`src/rtl/satadd_pkg.sv`:
```
// Shared mode/op encodings for the saturating adder pipeline.
package satadd_pkg;

  typedef logic [1:0] mode_t;
  typedef logic [1:0] op_t;

  localparam mode_t MODE_USAT = 2'b00;
  localparam mode_t MODE_SSAT = 2'b01;
  localparam mode_t MODE_WRAP = 2'b10;

  localparam op_t OP_ADD  = 2'b00;
  localparam op_t OP_ACC  = 2'b01;
  localparam op_t OP_LOAD = 2'b10;

  // Any mode with the upper bit set wraps.
  function automatic logic is_wrap(input mode_t m);
    return m[1];
  endfunction

endpackage

```
`src/rtl/satadd_sat_core.sv`:
```
// Combinational add with unsigned/signed clamp or wrap; ovf flags a clamped result.
// Latency 0; no flow control.
module satadd_sat_core
  import satadd_pkg::*;
#(
  parameter int WIDTH = 12
) (
  input  logic [WIDTH-1:0] x,
  input  logic [WIDTH-1:0] y,
  input  mode_t            mode,
  output logic [WIDTH-1:0] result,
  output logic             ovf
);

  logic [WIDTH:0] r;

  always_comb begin
    r      = {1'b0, x} + {1'b0, y};
    result = r[WIDTH-1:0];
    ovf    = 1'b0;
    if (!is_wrap(mode)) begin
      if (mode == MODE_SSAT) begin
        // Overflow only possible when both operands share a sign.
        if ((x[WIDTH-1] == y[WIDTH-1]) && (r[WIDTH-1] != x[WIDTH-1])) begin
          ovf    = 1'b1;
          result = x[WIDTH-1] ? {1'b1, {(WIDTH-1){1'b0}}} : {1'b0, {(WIDTH-1){1'b1}}};
        end
      end else if (r[WIDTH]) begin
        ovf    = 1'b1;
        result = '1;
      end
    end
  end

endmodule

```
`src/rtl/satadd_pipe.sv`:
```
// Two-stage saturating adder/accumulator on valid/ready streams; latency 2, 1 beat/cycle.
// Backpressure: S2 holds while out_ready low, S1 fills, then in_ready drops. Sticky via SATADD_PIPE_STICKY_EN.
module satadd_pipe
  import satadd_pkg::*;
#(
  parameter int WIDTH = 12
) (
  input  logic             clk,
  input  logic             rst_n,
  input  logic             in_valid,
  output logic             in_ready,
  input  logic [WIDTH-1:0] in_a,
  input  logic [WIDTH-1:0] in_b,
  input  logic [1:0]       in_mode,
  input  logic [1:0]       in_op,
  output logic             out_valid,
  input  logic             out_ready,
  output logic [WIDTH-1:0] out_y,
  output logic             out_ovf,
  output logic             sticky_ovf,
  input  logic             clr_sticky
);

  logic             s1_valid;
  logic [WIDTH-1:0] s1_y;
  logic             s1_ovf;
  logic [WIDTH-1:0] acc;
  logic             s2_load;
  logic             accept;
  logic [WIDTH-1:0] op_x;
  logic [WIDTH-1:0] op_y;
  logic [WIDTH-1:0] core_y;
  logic             core_ovf;
  logic [WIDTH-1:0] res_y;
  logic             res_ovf;

  assign s2_load  = !out_valid || out_ready;
  assign in_ready = !s1_valid || s2_load;
  assign accept   = in_valid && in_ready;

  assign op_x = (in_op == OP_ACC) ? acc  : in_a;
  assign op_y = (in_op == OP_ACC) ? in_a : in_b;

  satadd_sat_core #(.WIDTH(WIDTH)) u_core (
    .x      (op_x),
    .y      (op_y),
    .mode   (in_mode),
    .result (core_y),
    .ovf    (core_ovf)
  );

  always_comb begin
    res_y   = core_y;
    res_ovf = core_ovf;
    if (in_op == OP_LOAD) begin
      res_y   = in_a;
      res_ovf = 1'b0;
    end
  end

  // S1 only changes when it is empty or draining into S2 this cycle.
  always_ff @(posedge clk or negedge rst_n) begin
    if (!rst_n) begin
      s1_valid <= 1'b0;
      s1_y     <= '0;
      s1_ovf   <= 1'b0;
    end else if (in_ready) begin
      s1_valid <= accept;
      if (accept) begin
        s1_y   <= res_y;
        s1_ovf <= res_ovf;
      end
    end
  end

  // Accumulator tracks the S1 result at capture so back-to-back ACC beats chain.
  always_ff @(posedge clk or negedge rst_n) begin
    if (!rst_n) begin
      acc <= '0;
    end else if (accept) begin
      acc <= res_y;
    end
  end

  always_ff @(posedge clk or negedge rst_n) begin
    if (!rst_n) begin
      out_valid <= 1'b0;
      out_y     <= '0;
      out_ovf   <= 1'b0;
    end else if (s2_load) begin
      out_valid <= s1_valid;
      if (s1_valid) begin
        out_y   <= s1_y;
        out_ovf <= s1_ovf;
      end
    end
  end

`ifdef SATADD_PIPE_STICKY_EN
  // Set has priority over a coincident clear.
  always_ff @(posedge clk or negedge rst_n) begin
    if (!rst_n) begin
      sticky_ovf <= 1'b0;
    end else if (accept && res_ovf) begin
      sticky_ovf <= 1'b1;
    end else if (clr_sticky) begin
      sticky_ovf <= 1'b0;
    end
  end
`else
  logic unused_clr_sticky;
  assign unused_clr_sticky = clr_sticky;
  assign sticky_ovf        = 1'b0;
`endif

endmodule

```
`config.mk`:
```
export PLATFORM = sky130hd
export DESIGN_NAME = satadd_pipe
export DESIGN_NICKNAME = d
export VERILOG_FILES = /design/src/rtl/satadd_pkg.sv /design/src/rtl/satadd_sat_core.sv /design/src/rtl/satadd_pipe.sv
export SDC_FILE = /design/constraint.sdc
export NUM_CORES = 1
export LEC_CHECK = 0
export BUFFER_PORTS_ARGS = -buffer_cell sky130_fd_sc_hd__buf_4
export CELL_PAD_IN_SITES_DETAIL_PLACEMENT = 1
export CELL_PAD_IN_SITES_GLOBAL_PLACEMENT = 1
export CORE_ASPECT_RATIO = 1.1
export CORE_MARGIN = 1
export CORE_UTILIZATION = 30
export CTS_BUF_LIST = sky130_fd_sc_hd__clkbuf_16
export CTS_CLUSTER_SIZE = 12
export DETAILED_ROUTE_END_ITERATION = 12
export PLACE_DENSITY = 0.64
export SLEW_MARGIN = 20
export SYNTH_ARGS = -nofsm -noshare
export SYNTH_HDL_FRONTEND = slang
export SYNTH_SLANG_ARGS = --single-unit
```
`constraint.sdc`:
```
create_clock -name clk -period 2.6 [get_ports clk]
set_clock_uncertainty 0.05 [all_clocks]
set_input_delay 0.52 -clock clk [delete_from_list [all_inputs] [get_ports clk]]
set_output_delay 0.52 -clock clk [all_outputs]
set_load 0.05 [all_outputs]
```
==> impl_results.md, run 1 <==
- Status: finished, violations left
- Failing checks: negative setup slack
- # DRC: 0
- Ratio of final minimum period to clock period: 1.18
- Worst path required time: 2.73 ns
- Hold Fails Final Rpt: 0
- Htree depth: 1
- Post-route ant nets: 0
- Vias per cell: 5.03
- Initial DRC count: 28
- Final std cells w/o fill: 387
- Clk_lat worst skew: 0.27 ns
- Number of synthesized flops with an enable pin: 0
- Tmin final: 3.06 ns
- Worst path max stage delay: 0.37 ns
- Post-Place Cells: 383
- Setup crit start kind: primary input
- Sequential cell area: 701 um^2
- CTS Hold Bufs: 0
- Fill cell count: 806
- Die W: 83.1 um
- CP startpoint: in_op[1]
- Final WL: 6220 um
- Starting Density: 0.309
- Crit path max-delay family: compound AO/OA/AOI/OAI gates
- Tot Pwr: 2.40 mW
- Synth warnings: 0
- Drt pass-1 iters: 2
- Fraction of layout instances using a drive strength above 1: 0.536
- Largest area contributor in the netlist: dfrtp_1
- Core Rows: 32
- RSZ-0062 raised after global routing: yes
- Finished Cell Area: 0.00313 mm^2
- Global placer's final weighted congestion: 0.820
- Leakage power: 1.38 nW
- Antenna violations before repair: 0
- Largest net degree at the start of global routing: 29
- Max VDD drop: 0.000395 V
- Reg2reg start: s1_y[2]
- Maxcap violations: 0
- N_diodes: 0
- Die Span Y: 91.2 um
- Hold Slack: 0.130 ns
- Yosys cell types: 43
- Synth Instances: 220
- F_max: 0.327 GHz
- Reg2reg end: s1_y[1]
- Clk root buf: clkbuf_16
- Overall global routing resource usage: 0.174
- P&R area growth vs syn: 44.4%
- Top_reg_cell synth: dfrtp_1
- Avg Cell Area, Syn: 9.86 um^2
- Pre-CTS setup slack: -0.767 ns
- Setup violations, final: 13
- Multi-input logic area: 0.00152 mm^2
- Post-DP Area: 0.00299 mm^2
- I/O pin cnt: 49
- Critical-path cell with the highest stage delay: mux2_2
- Register area share after synthesis: 0.323
- Drt wl/cell: 16.1 um
- Hpwl dp: 4700 um
- Worst Path Buf+Inv: 3
- Dominant cells by area after synthesis: dfrtp_1, mux2_2, a221oi_2, ha_1, nor2_1
- Vias in the first global route: 2173
- CP endpoint kind: flip-flop
- Layout Nets: 349
- Postcts setup bufs: 0
- Core Box Area: 0.00701 mm^2
- Crit path DAT: 3.18 ns
- Top cell type's share of synthesized area: 0.323
- Synth async-reset ratio: 1.00
- Crit-path cells: buf_8 > nor2b_4 > buf_12 > mux2_2 > ha_4 > o211ai_1 > o21a_1 > a211o_1 > and3_4 > o21ai_2 > buf_4 > or2b_1 > a221oi_2
- PortBufs: 46
- CP Max Fanout: 22
- Full die area: 0.00757 mm^2
- Syn_nets: 266
- GRT overflow: 0
- Netlist Area Pre-Place: 0.00217 mm^2
- Clk sinks: 28
- TritonCTS clock tree: done
- Max-slew violation count: 0
- Max Buffers Root-to-Sink: 2
- First-pass GRT wire length: 10500 um
- Crit Path Class: in2reg
- Clock transition at path regs: 0.07 ns
- Setup ws final: -0.457 ns
- R2R depth: 10
- R2r setup slk: -0.11 ns
- PD cells: 766 mW/mm^2
- Seq cells post-synth: 28
- Vias: 1945
- CTS Buf Count: 3
- Hold WC Path Type: in2async
-- power by group --
group          switching [mW]  internal, mW
Combinational           0.745         0.631
Sequential             0.0765         0.574
Clock                   0.165         0.207
-- logic make-up after synthesis --
family,synth area share
and+or+nand+nor,0.151
AOI/OAI and AO/OA,0.197
muxes,0.192
DFF,0.323
buffers and inverters,0.0404
adders and majority gates,0.0785
xor gates and xnor gates,0.0162
other,0.00173
-- what timing repair did --
action / in CTS / in global routing
gates cloned: 0 / 0
hold endpoints to repair: 0 / 0
gates resized for setup: 6 / 4
setup endpoints to repair: 13 / 13
-- Yosys cell counts (2+ instances only) --
cell / number
buf_4: 2
clkbuf_1: 5
ha_1: 12
o21ai_0: 7
nand2_1: 14
nor2b_1: 2
a221oi_2: 11
a21oi_1: 10
mux2_2: 36
a21o_1: 3
nor2_1: 33
buf_1: 2
o211ai_1: 2
nand2b_1: 9
o21ai_2: 2
dfrtp_1: 28
inv_1: 8
o21a_1: 2
nand3_2: 2
a221oi_1: 2
xnor2_1: 4
a211oi_1: 3
-- flip-flops by register name, summed over array words and instances, names as in the netlist --
register   cells
s1_y          12
out_y         12
s1_ovf         1
out_valid      1
out_ovf        1
s1_valid       1
-- worst reg2reg max path, stage by stage, from the launching register on --
cell and delay (ns):
dfrtp_1 0.39, mux2_2 0.29, ha_4 0.30, o211ai_1 0.10
o21a_1 0.21, a211o_1 0.35, and3_4 0.19, o21ai_2 0.14
buf_4 0.14, or2b_1 0.23, a221oi_2 0.23
-- cell usage in the layout (no fill, tap or decap), drive strengths merged, types with 2 or more instances in the layout --
master / synthesis / routed
nand3: 3 / 3
and3: 2 / 2
nand2b: 9 / 9
nand2: 14 / 14
a21o: 3 / 3
nor2b: 2 / 2
buf: 6 / 89
o21a: 2 / 2
inv: 8 / 8
dfrtp: 28 / 28
a221oi: 13 / 13
a211oi: 3 / 3
o32ai: 2 / 2
mux2: 36 / 36
xnor2: 4 / 4
o21ai: 9 / 9
a21oi: 11 / 11
nor2: 33 / 33
o211ai: 2 / 2
clkbuf: 5 / 3
ha: 12 / 12
-- metal layers --
metal	vias to the layer above	track usage	wire, um
met5	-	0	0
met4	0	0.0474	77
met3	5	0.0182	125
met2	26	0.330	3350
met1	958	0.204	2670
li1	956	-	-
-- worst max-delay path by stage --
stage / end / slack, ns / cells after the start
after floorplan: s1_y[10] / -0.54 / 15
after global placement: s1_y[1] / -0.69 / 13
after detailed placement: s1_y[1] / -0.77 / 15
after CTS: s1_y[1] / -0.45 / 13
after global routing: s1_y[6] / -0.64 / 13
final: s1_y[1] / -0.46 / 13
-- through the flow --
stage	util	setup TNS, ns
floorplan	-	-6.64
global placement	0.427	-8.49
detailed placement	0.427	-9.33
CTS	0.443	-5.03
global route	0.447	-7.52
finish	0.447	-5.24
-- area by class of cell --
| class | instances | share of cell area |
|---|---|---|
| tap | 85 | 0.0340 |
| timing repair buffer | 89 | 0.221 |
| clock inverter | 1 | 0.00120 |
| clock buffer | 3 | 0.0240 |
| sequential | 28 | 0.224 |
| multi-input combinational | 173 | 0.486 |
| inverter | 8 | 0.00959 |
Power figures use the tool's default switching activity.
==> run 2, diff against run 1 <==
- CORE_MARGIN: 1 -> 5
==> run 2 against run 1 <==
  * The flow still finishes with violations (negative setup slack)
  * Register-to-register slack gained 0.09 ns
  * Flip-flop and latch count is the same
  * Largest cell class unchanged
  * First-iteration DRC count grew 75%
  * Cell area grew 5.0%
  * Highest routed layer unchanged
  * Clock power shrank 4%
  * Critical path type unchanged
  * Via count grew 4.2%
==> impl_results.md, run 2 (same netlist as run 1, synthesis figures left out) <==
- Tmin final: 3.06 ns (+0.00157 ns)
- Final core occ: 0.466 (+0.0197)
- Hpwl dp: 5030 um (+7.2%)
- Full die area: 0.00903 mm^2 (+19%)
- Drt pass-1 iters: 4 (+2)
- Vias per cell: 5.13 (+2.1%)
- Post-route ant nets: 0 (unchanged)
- CP Max Fanout: 7 (-68%)
- Max VDD drop: 0.000399 V (+1.1%)
- PortBufs: 46 (unchanged)
- Antenna violations before repair: 0 (unchanged)
- I/O pin cnt: 49 (unchanged)
- Clk_lat worst skew: 0.26 ns (about the same)
- CTS Hold Bufs: 0 (unchanged)
- Vias in the first global route: 2319 (+6.7%)
- First-pass GRT wire length: 11400 um (+8.8%)
- F_max: 0.327 GHz (about the same)
- P&R area growth vs syn: 51.6%
- Layout Nets: 358 (+2.6%)
- Initial DRC count: 49 (+75%)
- N_diodes: 0 (unchanged)
- Fraction of layout instances using a drive strength above 1: 0.561 (+0.0249)
- TritonCTS clock tree: done
- Die Span Y: 99.2 um (+8.8%)
- Setup crit start kind: primary input
- Starting Density: 0.308 (-0.00176)
- Hold Fails Final Rpt: 0 (unchanged)
- Global placer's final weighted congestion: 0.841 (+2.6%)
- CTS Buf Count: 3 (unchanged)
- Setup ws final: -0.459 ns (-0.00157 ns)
- Clk root buf: clkbuf_16
- Htree depth: 1 (unchanged)
- Crit path DAT: 3.18 ns (about the same)
- Vias: 2027 (+4.2%)
- Commonest non-fill, non-tap cell in the layout: buf_4
- # DRC: 0 (unchanged)
- PD cells: 748 mW/mm^2 (-2.4%)
- Drt wl/cell: 17.2 um (+6.7%)
- GRT overflow: 0 (unchanged)
- Clock transition at path regs: 0.07 ns (about the same)
- RSZ-0062 raised after global routing: yes
- Core Box Area: 0.00705 mm^2 (+0.57%)
- CP endpoint kind: flip-flop
- Core Rows: 32 (unchanged)
- Die W: 91.1 um (+9.6%)
- Hold WC Path Type: in2async
- Maxcap violations: 0 (unchanged)
- Status: finished, violations left
- Overall global routing resource usage: 0.152 (-0.0211)
- R2r setup slk: -0.02 ns (+0.09 ns)
- Hold Slack: 0.131 ns (+0.00167 ns)
- Max-slew violation count: 0 (unchanged)
- Clk sinks: 28 (unchanged)
- Final TNS setup: -5.57 ns (-0.329 ns)
- Setup violations, final: 13 (unchanged)
- Failing checks: negative setup slack
- Crit Path Class: in2reg
- Fill cell count: 793 (-1.6%)
- Largest net degree at the start of global routing: 29 (unchanged)
- Leakage power: 1.47 nW (+6.1%)
- Max Buffers Root-to-Sink: 2 (unchanged)
- Most frequent cells in the layout: buf_4, nor2_1, dfrtp_1
- Worst path required time: 2.72 ns (about the same)
- Biggest regs: out_y x12, s1_y x12
- Final WL: 6780 um (+8.9%)
- Ratio of final minimum period to clock period: 1.18 (about the same)
[run 2: cell count changes in the layout (fill, tap and decap cells not counted), sizes merged]
cell and change:
clkinv -1, buf +9
[run 2: final timing paths]
kind / to / from / cells after the start
setup / recovery: s1_y[4] / in_op[0] / 16
hold / removal: out_y[11] / rst_n / 1
setup reg to reg: s1_y[10] / s1_y[4] / 10
hold reg to reg: out_valid / s1_valid / 1
max in group asynchronous: s1_y[3] / rst_n / 1
min in group clk: s1_valid / in_valid / 2
[run 2: what timing repair did]
item,4_1_cts,5_1_grt
setup buffers,4,4
gates resized for setup,16,8
pin swaps,3,3
cloned,1,0
setup endpoints to repair,13,13
[run 2: final cells by class]
class | instances | area (um^2) | area share
well taps | 85 | 106 | 0.0324
flip-flops and latches | 28 | 701 | 0.213
repair buffers | 98 | 803 | 0.244
inverters | 8 | 30.0 | 0.00914
clock buffers | 3 | 75.1 | 0.0228
multi-input cells | 173 | 1570 | 0.478
[run 2: critical path: stages]
cell and delay (ns):
buf_6 0.09, nor2b_4 0.13, buf_6 0.12, buf_12 0.14, mux2_4 0.21, ha_4 0.14
inv_2 0.04, fa_2 0.34, nand2b_4 0.16, a21oi_2 0.15, nor2_1 0.06, a22o_1 0.22
o32ai_4 0.30, a221oi_2 0.11, buf_4 0.20, a221oi_2 0.25
[run 2: report_power, final]
part | internal, mW | total (mW) | switching (mW)
sequential | 0.574 | 0.651 | 0.0768
clock | 0.205 | 0.357 | 0.153
combinational | 0.670 | 1.45 | 0.779
[run 2: through the flow]
stage | std cells | setup WS (ns) | instance area [um^2] | total power [mW]
finish | 395 | -0.459 | 3290 | 2.46
detailed placement | 383 | -0.829 | 2990 | 2.03
global placement | 383 | -0.709 | 2990 | 2.00
global route | 395 | -0.606 | 3290 | 2.62
floorplan | 220 | -0.536 | 2280 | 1.52
CTS | 391 | -0.454 | 3220 | 2.45
[run 2: layer usage]
| layer | vias up | track usage | routed length, um |
|---|---|---|---|
| li1 | 974 | - | - |
| met1 | 1019 | 0.173 | 2810 |
| met2 | 28 | 0.300 | 3780 |
| met3 | 6 | 0.0136 | 137 |
| met4 | 0 | 0.0395 | 46 |
| met5 | - | 0 | 0 |
